[config.mk]
export PLATFORM = sky130hd
export DESIGN_NAME = fetch_redirect_ctrl_flat
export DESIGN_NICKNAME = d
export VERILOG_FILES = /design/src/rtl/fetch_redirect_ctrl_if.sv /design/src/rtl/fetch_redirect_ctrl.sv /design/src/flat_wrapper.sv
export SDC_FILE = /design/constraint.sdc
export NUM_CORES = 1
export LEC_CHECK = 0
export CAP_MARGIN = 0
export CORE_MARGIN = 2
export CORE_UTILIZATION = 32
export CTS_CLUSTER_SIZE = 10
export DETAILED_ROUTE_END_ITERATION = 8
export SETUP_SLACK_MARGIN = 0.3
export SYNTH_ARGS = -nofsm -noshare
export SYNTH_HDL_FRONTEND = slang
export SYNTH_SLANG_ARGS = --single-unit
[constraint.sdc]
create_clock -name clk -period 1.6 [get_ports clk]
set_clock_uncertainty 0.05 [all_clocks]
set_input_delay 0.24 -clock clk [delete_from_list [all_inputs] [get_ports clk]]
set_output_delay 0.24 -clock clk [all_outputs]
set_load 0.1 [all_outputs]
[src/rtl/fetch_redirect_ctrl_if.sv]
// Request/response bundle between the fetch sequencer and its neighbours.
// master: the request side (MEM exceptions, interrupt sources, RET/RTI pop,
//         jump unit, hazard unit, fetch decode). It drives the requests and
//         observes the PC-mux and IF/ID controls.
// slave : the fetch_redirect_ctrl sequencer.
// Requests : exception, interrupt, SET_INT, pop_pc, jmp_sgn, stall, is_itype
// Responses: pc_sel[2:0], pc_en, flush_IF_ID, INT, imm_phase, int_pending
interface fetch_redirect_ctrl_if;
    logic       exception;
    logic       interrupt;
    logic       SET_INT;
    logic       pop_pc;
    logic       jmp_sgn;
    logic       stall;
    logic       is_itype;
    logic [2:0] pc_sel;
    logic       pc_en;
    logic       flush_IF_ID;
    logic       INT;
    logic       imm_phase;
    logic       int_pending;

    modport master (
        output exception,
        output interrupt,
        output SET_INT,
        output pop_pc,
        output jmp_sgn,
        output stall,
        output is_itype,
        input  pc_sel,
        input  pc_en,
        input  flush_IF_ID,
        input  INT,
        input  imm_phase,
        input  int_pending
    );

    modport slave (
        input  exception,
        input  interrupt,
        input  SET_INT,
        input  pop_pc,
        input  jmp_sgn,
        input  stall,
        input  is_itype,
        output pc_sel,
        output pc_en,
        output flush_IF_ID,
        output INT,
        output imm_phase,
        output int_pending
    );
endinterface

[src/rtl/fetch_redirect_ctrl.sv]
// Fetch-stage next-PC sequencer.
// Chooses the next-PC source each cycle (reset vector, exception vector,
// interrupt vector, popped PC, jump target or PC+1), keeps the opcode and
// immediate of a two-word I-type fetch together so an interrupt never lands
// between them, and produces the IF/ID flush and interrupt-bubble strobes.
//
// Ports:
//   clk          system clock, rising edge
//   reset        synchronous active-high reset, overrides every request
//   bus (slave)  requests: exception, interrupt, SET_INT, pop_pc, jmp_sgn,
//                          stall, is_itype
//                controls: pc_sel[2:0]  (comb) 0 PC+1, 1 vec 32, 2 vec 0,
//                                              3 popped PC, 4 jump target
//                          pc_en        (comb) PC write enable
//                          INT          (comb) interrupt bubble strobe
//                          flush_IF_ID  (reg)  zero the IF/ID instruction
//                          imm_phase    (reg)  current word is an immediate
//                          int_pending  (reg)  interrupt waiting to be taken
module fetch_redirect_ctrl #(
    parameter int unsigned FLUSH_CYCLES = 1,
    parameter int unsigned CNT_W        = 2
) (
    input  logic                  clk,
    input  logic                  reset,
    fetch_redirect_ctrl_if.slave  bus
);

    localparam int unsigned SEL_W = 3;

    localparam logic [SEL_W-1:0] SEL_SEQ   = SEL_W'(0);
    localparam logic [SEL_W-1:0] SEL_VEC32 = SEL_W'(1);
    localparam logic [SEL_W-1:0] SEL_VEC0  = SEL_W'(2);
    localparam logic [SEL_W-1:0] SEL_POP   = SEL_W'(3);
    localparam logic [SEL_W-1:0] SEL_JMP   = SEL_W'(4);

    localparam logic [CNT_W-1:0] FLUSH_LOAD = CNT_W'(FLUSH_CYCLES);
    localparam logic [CNT_W-1:0] CNT_ONE    = CNT_W'(1);

    typedef enum logic [1:0] {
        S_RSTV = 2'd0,
        S_RUN  = 2'd1,
        S_IMM  = 2'd2,
        S_INTE = 2'd3
    } state_t;

    state_t            state_q;
    state_t            state_d;
    logic [CNT_W-1:0]  cnt_q;
    logic [CNT_W-1:0]  cnt_d;
    logic              flush_q;
    logic              flush_d;
    logic              imm_q;
    logic              imm_d;
    logic              pend_q;
    logic              pend_d;

    logic [SEL_W-1:0]  sel_c;
    logic              enable_c;
    logic              int_c;
    logic              redirect_c;
    logic              int_req_c;
    logic              cnt_nz_c;

    // Any interrupt source this cycle.
    assign int_req_c = bus.interrupt | bus.SET_INT;
    assign cnt_nz_c  = (cnt_q != '0);

    // State and control registers. Flush is forced on through reset so the
    // IF/ID stage is empty while the reset vector is being fetched.
    always_ff @(posedge clk) begin
        if (reset) begin
            state_q <= S_RSTV;
            cnt_q   <= '0;
            flush_q <= 1'b1;
            imm_q   <= 1'b0;
            pend_q  <= 1'b0;
        end else begin
            state_q <= state_d;
            cnt_q   <= cnt_d;
            flush_q <= flush_d;
            imm_q   <= imm_d;
            pend_q  <= pend_d;
        end
    end

    // Next-PC priority, next state and redirect detection.
    always_comb begin
        state_d    = state_q;
        imm_d      = imm_q;
        sel_c      = SEL_SEQ;
        enable_c   = 1'b0;
        int_c      = 1'b0;
        redirect_c = 1'b0;

        if (reset) begin
            // Registers are reset in the sequential block; only the
            // combinational controls need forcing here.
            sel_c    = SEL_VEC32;
            enable_c = 1'b1;
        end else if (bus.exception) begin
            // Exception beats stall and any pending interrupt entry.
            sel_c      = SEL_VEC32;
            enable_c   = 1'b1;
            redirect_c = 1'b1;
        end else if (bus.stall) begin
            // Everything holds; an interrupt already being entered keeps
            // its bubble strobe up until the stall drops.
            int_c = (state_q == S_INTE);
        end else begin
            enable_c = 1'b1;
            unique case (state_q)
                S_RSTV: begin
                    sel_c      = SEL_VEC32;
                    redirect_c = 1'b1;
                end
                S_INTE: begin
                    redirect_c = 1'b1;
                    if (bus.pop_pc) begin
                        sel_c = SEL_POP;
                    end else if (bus.jmp_sgn) begin
                        sel_c = SEL_JMP;
                    end else begin
                        sel_c = SEL_VEC0;
                        int_c = 1'b1;
                    end
                end
                S_RUN: begin
                    if (bus.pop_pc) begin
                        sel_c      = SEL_POP;
                        redirect_c = 1'b1;
                    end else if (bus.jmp_sgn) begin
                        sel_c      = SEL_JMP;
                        redirect_c = 1'b1;
                    end else if (bus.is_itype && !imm_q) begin
                        // Opcode of a two-word instruction: the immediate
                        // must be fetched before any interrupt is taken.
                        state_d = S_IMM;
                        imm_d   = 1'b1;
                    end else if (pend_q) begin
                        state_d = S_INTE;
                    end
                end
                S_IMM: begin
                    // is_itype is meaningless here: the word is data.
                    if (bus.pop_pc) begin
                        sel_c      = SEL_POP;
                        redirect_c = 1'b1;
                    end else if (bus.jmp_sgn) begin
                        sel_c      = SEL_JMP;
                        redirect_c = 1'b1;
                    end else begin
                        // Instruction boundary reached after the immediate.
                        state_d = pend_q ? S_INTE : S_RUN;
                        imm_d   = 1'b0;
                    end
                end
            endcase
        end

        if (redirect_c) begin
            state_d = S_RUN;
            imm_d   = 1'b0;
        end
    end

    // Flush down-counter: reload on redirect, count only on enabled cycles
    // so a stall stretches the flush window.
    always_comb begin
        cnt_d = cnt_q;
        if (redirect_c) begin
            cnt_d = FLUSH_LOAD;
        end else if (enable_c && cnt_nz_c) begin
            cnt_d = cnt_q - CNT_ONE;
        end
        flush_d = (cnt_d != '0);
    end

    // Pending interrupt: a new request in the strobe cycle keeps it armed.
    always_comb begin
        pend_d = int_req_c | (pend_q & ~int_c);
    end

    assign bus.pc_sel      = sel_c;
    assign bus.pc_en       = enable_c;
    assign bus.INT         = int_c;
    assign bus.flush_IF_ID = flush_q;
    assign bus.imm_phase   = imm_q;
    assign bus.int_pending = pend_q;

endmodule
[src/flat_wrapper.sv]
// flat-port wrapper written by rule: the top's interface ports become plain ports
module fetch_redirect_ctrl_flat 
#(
    parameter int unsigned FLUSH_CYCLES = 1,
    parameter int unsigned CNT_W        = 2
)
  (clk, reset, bus_exception, bus_interrupt, bus_SET_INT, bus_pop_pc, bus_jmp_sgn, bus_stall, bus_is_itype, bus_pc_sel, bus_pc_en, bus_flush_IF_ID, bus_INT, bus_imm_phase, bus_int_pending);
  fetch_redirect_ctrl_if bus_i ();
  input  logic clk;
  input  logic reset;
  input wire logic [$bits(bus_i.exception)-1:0] bus_exception;
  input wire logic [$bits(bus_i.interrupt)-1:0] bus_interrupt;
  input wire logic [$bits(bus_i.SET_INT)-1:0] bus_SET_INT;
  input wire logic [$bits(bus_i.pop_pc)-1:0] bus_pop_pc;
  input wire logic [$bits(bus_i.jmp_sgn)-1:0] bus_jmp_sgn;
  input wire logic [$bits(bus_i.stall)-1:0] bus_stall;
  input wire logic [$bits(bus_i.is_itype)-1:0] bus_is_itype;
  output wire logic [$bits(bus_i.pc_sel)-1:0] bus_pc_sel;
  output wire logic [$bits(bus_i.pc_en)-1:0] bus_pc_en;
  output wire logic [$bits(bus_i.flush_IF_ID)-1:0] bus_flush_IF_ID;
  output wire logic [$bits(bus_i.INT)-1:0] bus_INT;
  output wire logic [$bits(bus_i.imm_phase)-1:0] bus_imm_phase;
  output wire logic [$bits(bus_i.int_pending)-1:0] bus_int_pending;
  assign bus_i.exception = bus_exception;
  assign bus_i.interrupt = bus_interrupt;
  assign bus_i.SET_INT = bus_SET_INT;
  assign bus_i.pop_pc = bus_pop_pc;
  assign bus_i.jmp_sgn = bus_jmp_sgn;
  assign bus_i.stall = bus_stall;
  assign bus_i.is_itype = bus_is_itype;
  assign bus_pc_sel = bus_i.pc_sel;
  assign bus_pc_en = bus_i.pc_en;
  assign bus_flush_IF_ID = bus_i.flush_IF_ID;
  assign bus_INT = bus_i.INT;
  assign bus_imm_phase = bus_i.imm_phase;
  assign bus_int_pending = bus_i.int_pending;
  fetch_redirect_ctrl #(.FLUSH_CYCLES(FLUSH_CYCLES), .CNT_W(CNT_W)) u_core (.clk(clk), .reset(reset), .bus(bus_i));
endmodule
==> impl_results.md <==
- CTS Root Buffer Type: clkbuf_4
- Total Die Area: 1840 um2
- Worst slew margin: 0.824
- Most used DFF post-synth: dfxtp_1
- Buf/Inv on CP: 2
- Data required time at the worst endpoint: 1310 ps
- Row count: 14
- YS warnings: 0
- Max cap viols: 0
- Hold path endpoint: u_core.state_q[0]
- Crit end category: output port
- Largest fanout of any net on the critical path: 4
- Main combinational cell family by area after synthesis: simple AND/OR/NAND/NOR gates
- Clock edge transition at the registers on the reported setup and hold paths: approximately 50 ps
- Count of routing violations after the opening detailed-route iteration: 10
- Total inserted antenna cells: 0
- Number of antenna violations at the first check in global routing: 0
- Average cell area after synthesis: a little over 8 um2
- Failing checks: negative setup slack
- Number of clock buffers inserted by TritonCTS: 3
- Total wire length after detailed routing: 1.51 mm
- Min Tclk post-route: 1830 ps
- Area taken by multi-input logic gates: around 490 um2
- Critical path's slowest cell: dfxtp_4
- Number of endpoints failing setup at the final stage: 3
- Worst setup SP type: flop
- Area contributors post-synth: dfxtp_1, ha_1, a21oi_1
- Number of H-tree branching levels: 1
- Finished Cell Area: around 1100 um2
- Maximum number of pins on one net before global-route repair: 6
- Number of top-level design ports: 17
- Fraction of layout instances using a drive strength above 1: 0.687
- Basic-gate share of the synthesized area counting and, or, nand and nor cells: 0.255
- Worst reg2reg endpoint: u_core.state_q[1]
- First-pass iteration count of the detailed router: 3
- Hold violation count in the final report: 0
- Ranking of synthesized cells by instance count: dfxtp_1, nor2_1, a21oi_1, inv_1, ha_1
- Leakage Power: 0.474 nW
- Most frequent cell on the critical path: nor2_4
- Area growth syn-to-layout: 129%
- Total design power: 602 uW
- Placeable Area: around 1500 um2
- Sequential-to-total area share from yosys stat: 0.289
- Count of cells along the worst register-to-register path: 8
- Global-route total usage across every layer: 0.168
- Number of nets at the end of the flow: about 110
- Xor/xnor cell area share of the yosys netlist: 0.0180
- Worst min path class: input port to flop
- R2R Path Start: u_core.state_q[0]
- Port-buffer cells: 16
- Gp weighted congestion: roughly 0.76
- Cell chain of the critical path: inv_4 > ha_4 > nor2_4 > nor2b_4 > nor2_4 > o21ai_4 > buf_12
- Cts hold-fix bufs: 0
- Vias in the first global route: 573
- Minimum hold slack: approximately 270 ps
- Number of buffers on the longest clock path: 2
- Fraction of synthesized cell area taken by the top area cell type: 0.289
- Worst Hold Depth: 3
- Clk Latency, worst-skew pair: 240 ps
- Filler Cells Inserted: 95
- Placed wire-length estimate: just over 900 um
- Floorplan die width: 43.0 um
- Hold wc startpoint: reset
- Max rail drop VDD: 0.504 mV
- Remaining antenna violation count: 0
- Post-synthesis adder-cell area fraction: 0.129
- Average routed wire per standard cell: around 13 um
- Syn nets: 74
- Clock tree from TritonCTS: built
- Flip-flop and latch area: ~150 um2
- Total negative slack: -565 ps
- Die Height: approximately 43 um
- Wire length of the first global-routing pass: between 2 and 2.5 mm
- Cells after synthesis: 60
- Routed via count divided by cell count: just under 5
- Reg-to-reg setup timing slack: ~40 ps
- Worst-case setup margin in the final layout: -226 ps
- Total power divided by cell area: between 500 and 600 nW/um2
- Gr ovfl total: 0
- Max stage delay on crit path: about 370 ps
- Non-filler instance count after layout: around 120
- Final Slew Violations: 0
- DRC violations left: 0
- Result of the run: complete, but fails checks
- Placed cell area: slightly below 900 um2
- Fraction of synthesized area in multiplexers: 0.0206
- Top achievable clock speed: 548 MHz
- Synthesis-stage register bit count: 7
- Post-synth top area cell: dfxtp_1
- Number of enable flip-flop cells after synthesis: 0
- Effective utilization at floorplan: 0.330
- Setup repair after global routing missed its margin: yes
- Post-synthesis async set-or-reset flop share: 0
- TritonCTS Sinks: 7
- Post-synthesis compound-gate area fraction: 0.227
- Post-synthesis cell type count: 27
- Detailed-route via count: 561
- Period Utilization, post-route: 1.14
- Class of the most critical setup path: flop to output port
- Crit path max-delay family: flip-flops
- Actual transition at the worst max-transition pin: ~260 ps
- Arrival time of data at the critical path endpoint: around 1500 ps
- Inst Count DP: between 100 and 150
- Cell area after synthesis: around 490 um2
how the worst max path moves through the flow:
stage | from | to | slack, ps | depth (start not counted)
6_report | u_core.state_q[0] | bus_pc_sel[0] | -230 | 7
5_1_grt | u_core.state_q[0] | bus_pc_sel[0] | -280 | 7
4_1_cts | u_core.state_q[0] | bus_pc_sel[0] | -210 | 7
3_5_place_dp | bus_exception | bus_pc_sel[2] | -120 | 5
3_3_place_gp | bus_exception | bus_pc_sel[2] | -100 | 5
2_1_floorplan | u_core.state_q[0] | bus_pc_sel[2] | -490 | 4
registers in the layout (all words and copies together), names as in the netlist:
signal                  cells
u_core.bus.int_pending      1
u_core.cnt_q                2
u_core.state_q              2
u_core.bus.imm_phase        1
u_core.bus.flush_IF_ID      1
cell usage in the layout (no fill, tap or decap), types with 2 or more instances in the layout:
| cell type | n |
|---|---|
| nor2_4 | 5 |
| a21oi_2 | 3 |
| clkbuf_2 | 2 |
| ha_4 | 3 |
| nor2_2 | 3 |
| a21oi_1 | 2 |
| buf_12 | 8 |
| dfxtp_1 | 3 |
| buf_4 | 15 |
| nor2b_1 | 2 |
| nand2_2 | 2 |
| buf_6 | 5 |
| dfxtp_4 | 3 |
| a21oi_4 | 2 |
| inv_1 | 4 |
| clkdlybuf4s50_1 | 3 |
| dlygate4sd2_1 | 2 |
| clkbuf_4 | 3 |
area by class of cell:
| cell class | instances | area share |
|---|---|---|
| clock buffers | 4 | 0.0236 |
| repair buffers | 36 | 0.358 |
| inverters | 6 | 0.0225 |
| well taps | 16 | 0.0180 |
| flip-flops and latches | 7 | 0.137 |
| multi-input cells | 46 | 0.440 |
per-layer routing:
layer,vias up,GRT usage,share of wire
met1,262,0.204,0.44
met5,-,0,0
met4,0,0.0848,0.0086
li1,289,-,-
met2,8,0.282,0.53
met3,2,0.0298,0.027
stage by stage:
step	setup slack, ps	util
after floorplan	-490	-
after global placement	-98.8	0.599
after detailed placement	-117	0.599
after CTS	-212	0.708
after global routing	-283	0.757
final	-226	0.757
tightest hold or removal path, stage by stage:
cell and delay (ps):
clkbuf_2 120, buf_4 130, a21oi_1 40
what timing repair did:
| item | in CTS | in global routing |
|---|---|---|
| resized for setup | 28 | 15 |
| buffers inserted | 6 | 3 |
| setup endpoints to repair | 11 | 12 |
| pin swaps | 9 | 11 |
cell families after synthesis:
family | Yosys count
xor gates and xnor gates | 1
AOI/OAI and AO/OA | 16
DFF | 7
muxes | 1
and+or+nand+nor | 23
buffers and inverters | 7
adders and majority gates | 5
where the power goes:
group	internal [mW]	total [mW]	switching [mW]
Sequential	0.181	0.190	0.00913
Clock	0.0948	0.154	0.0591
Combinational	0.123	0.258	0.135
Total	0.399	0.602	0.203
Power figures use the tool's default switching activity.
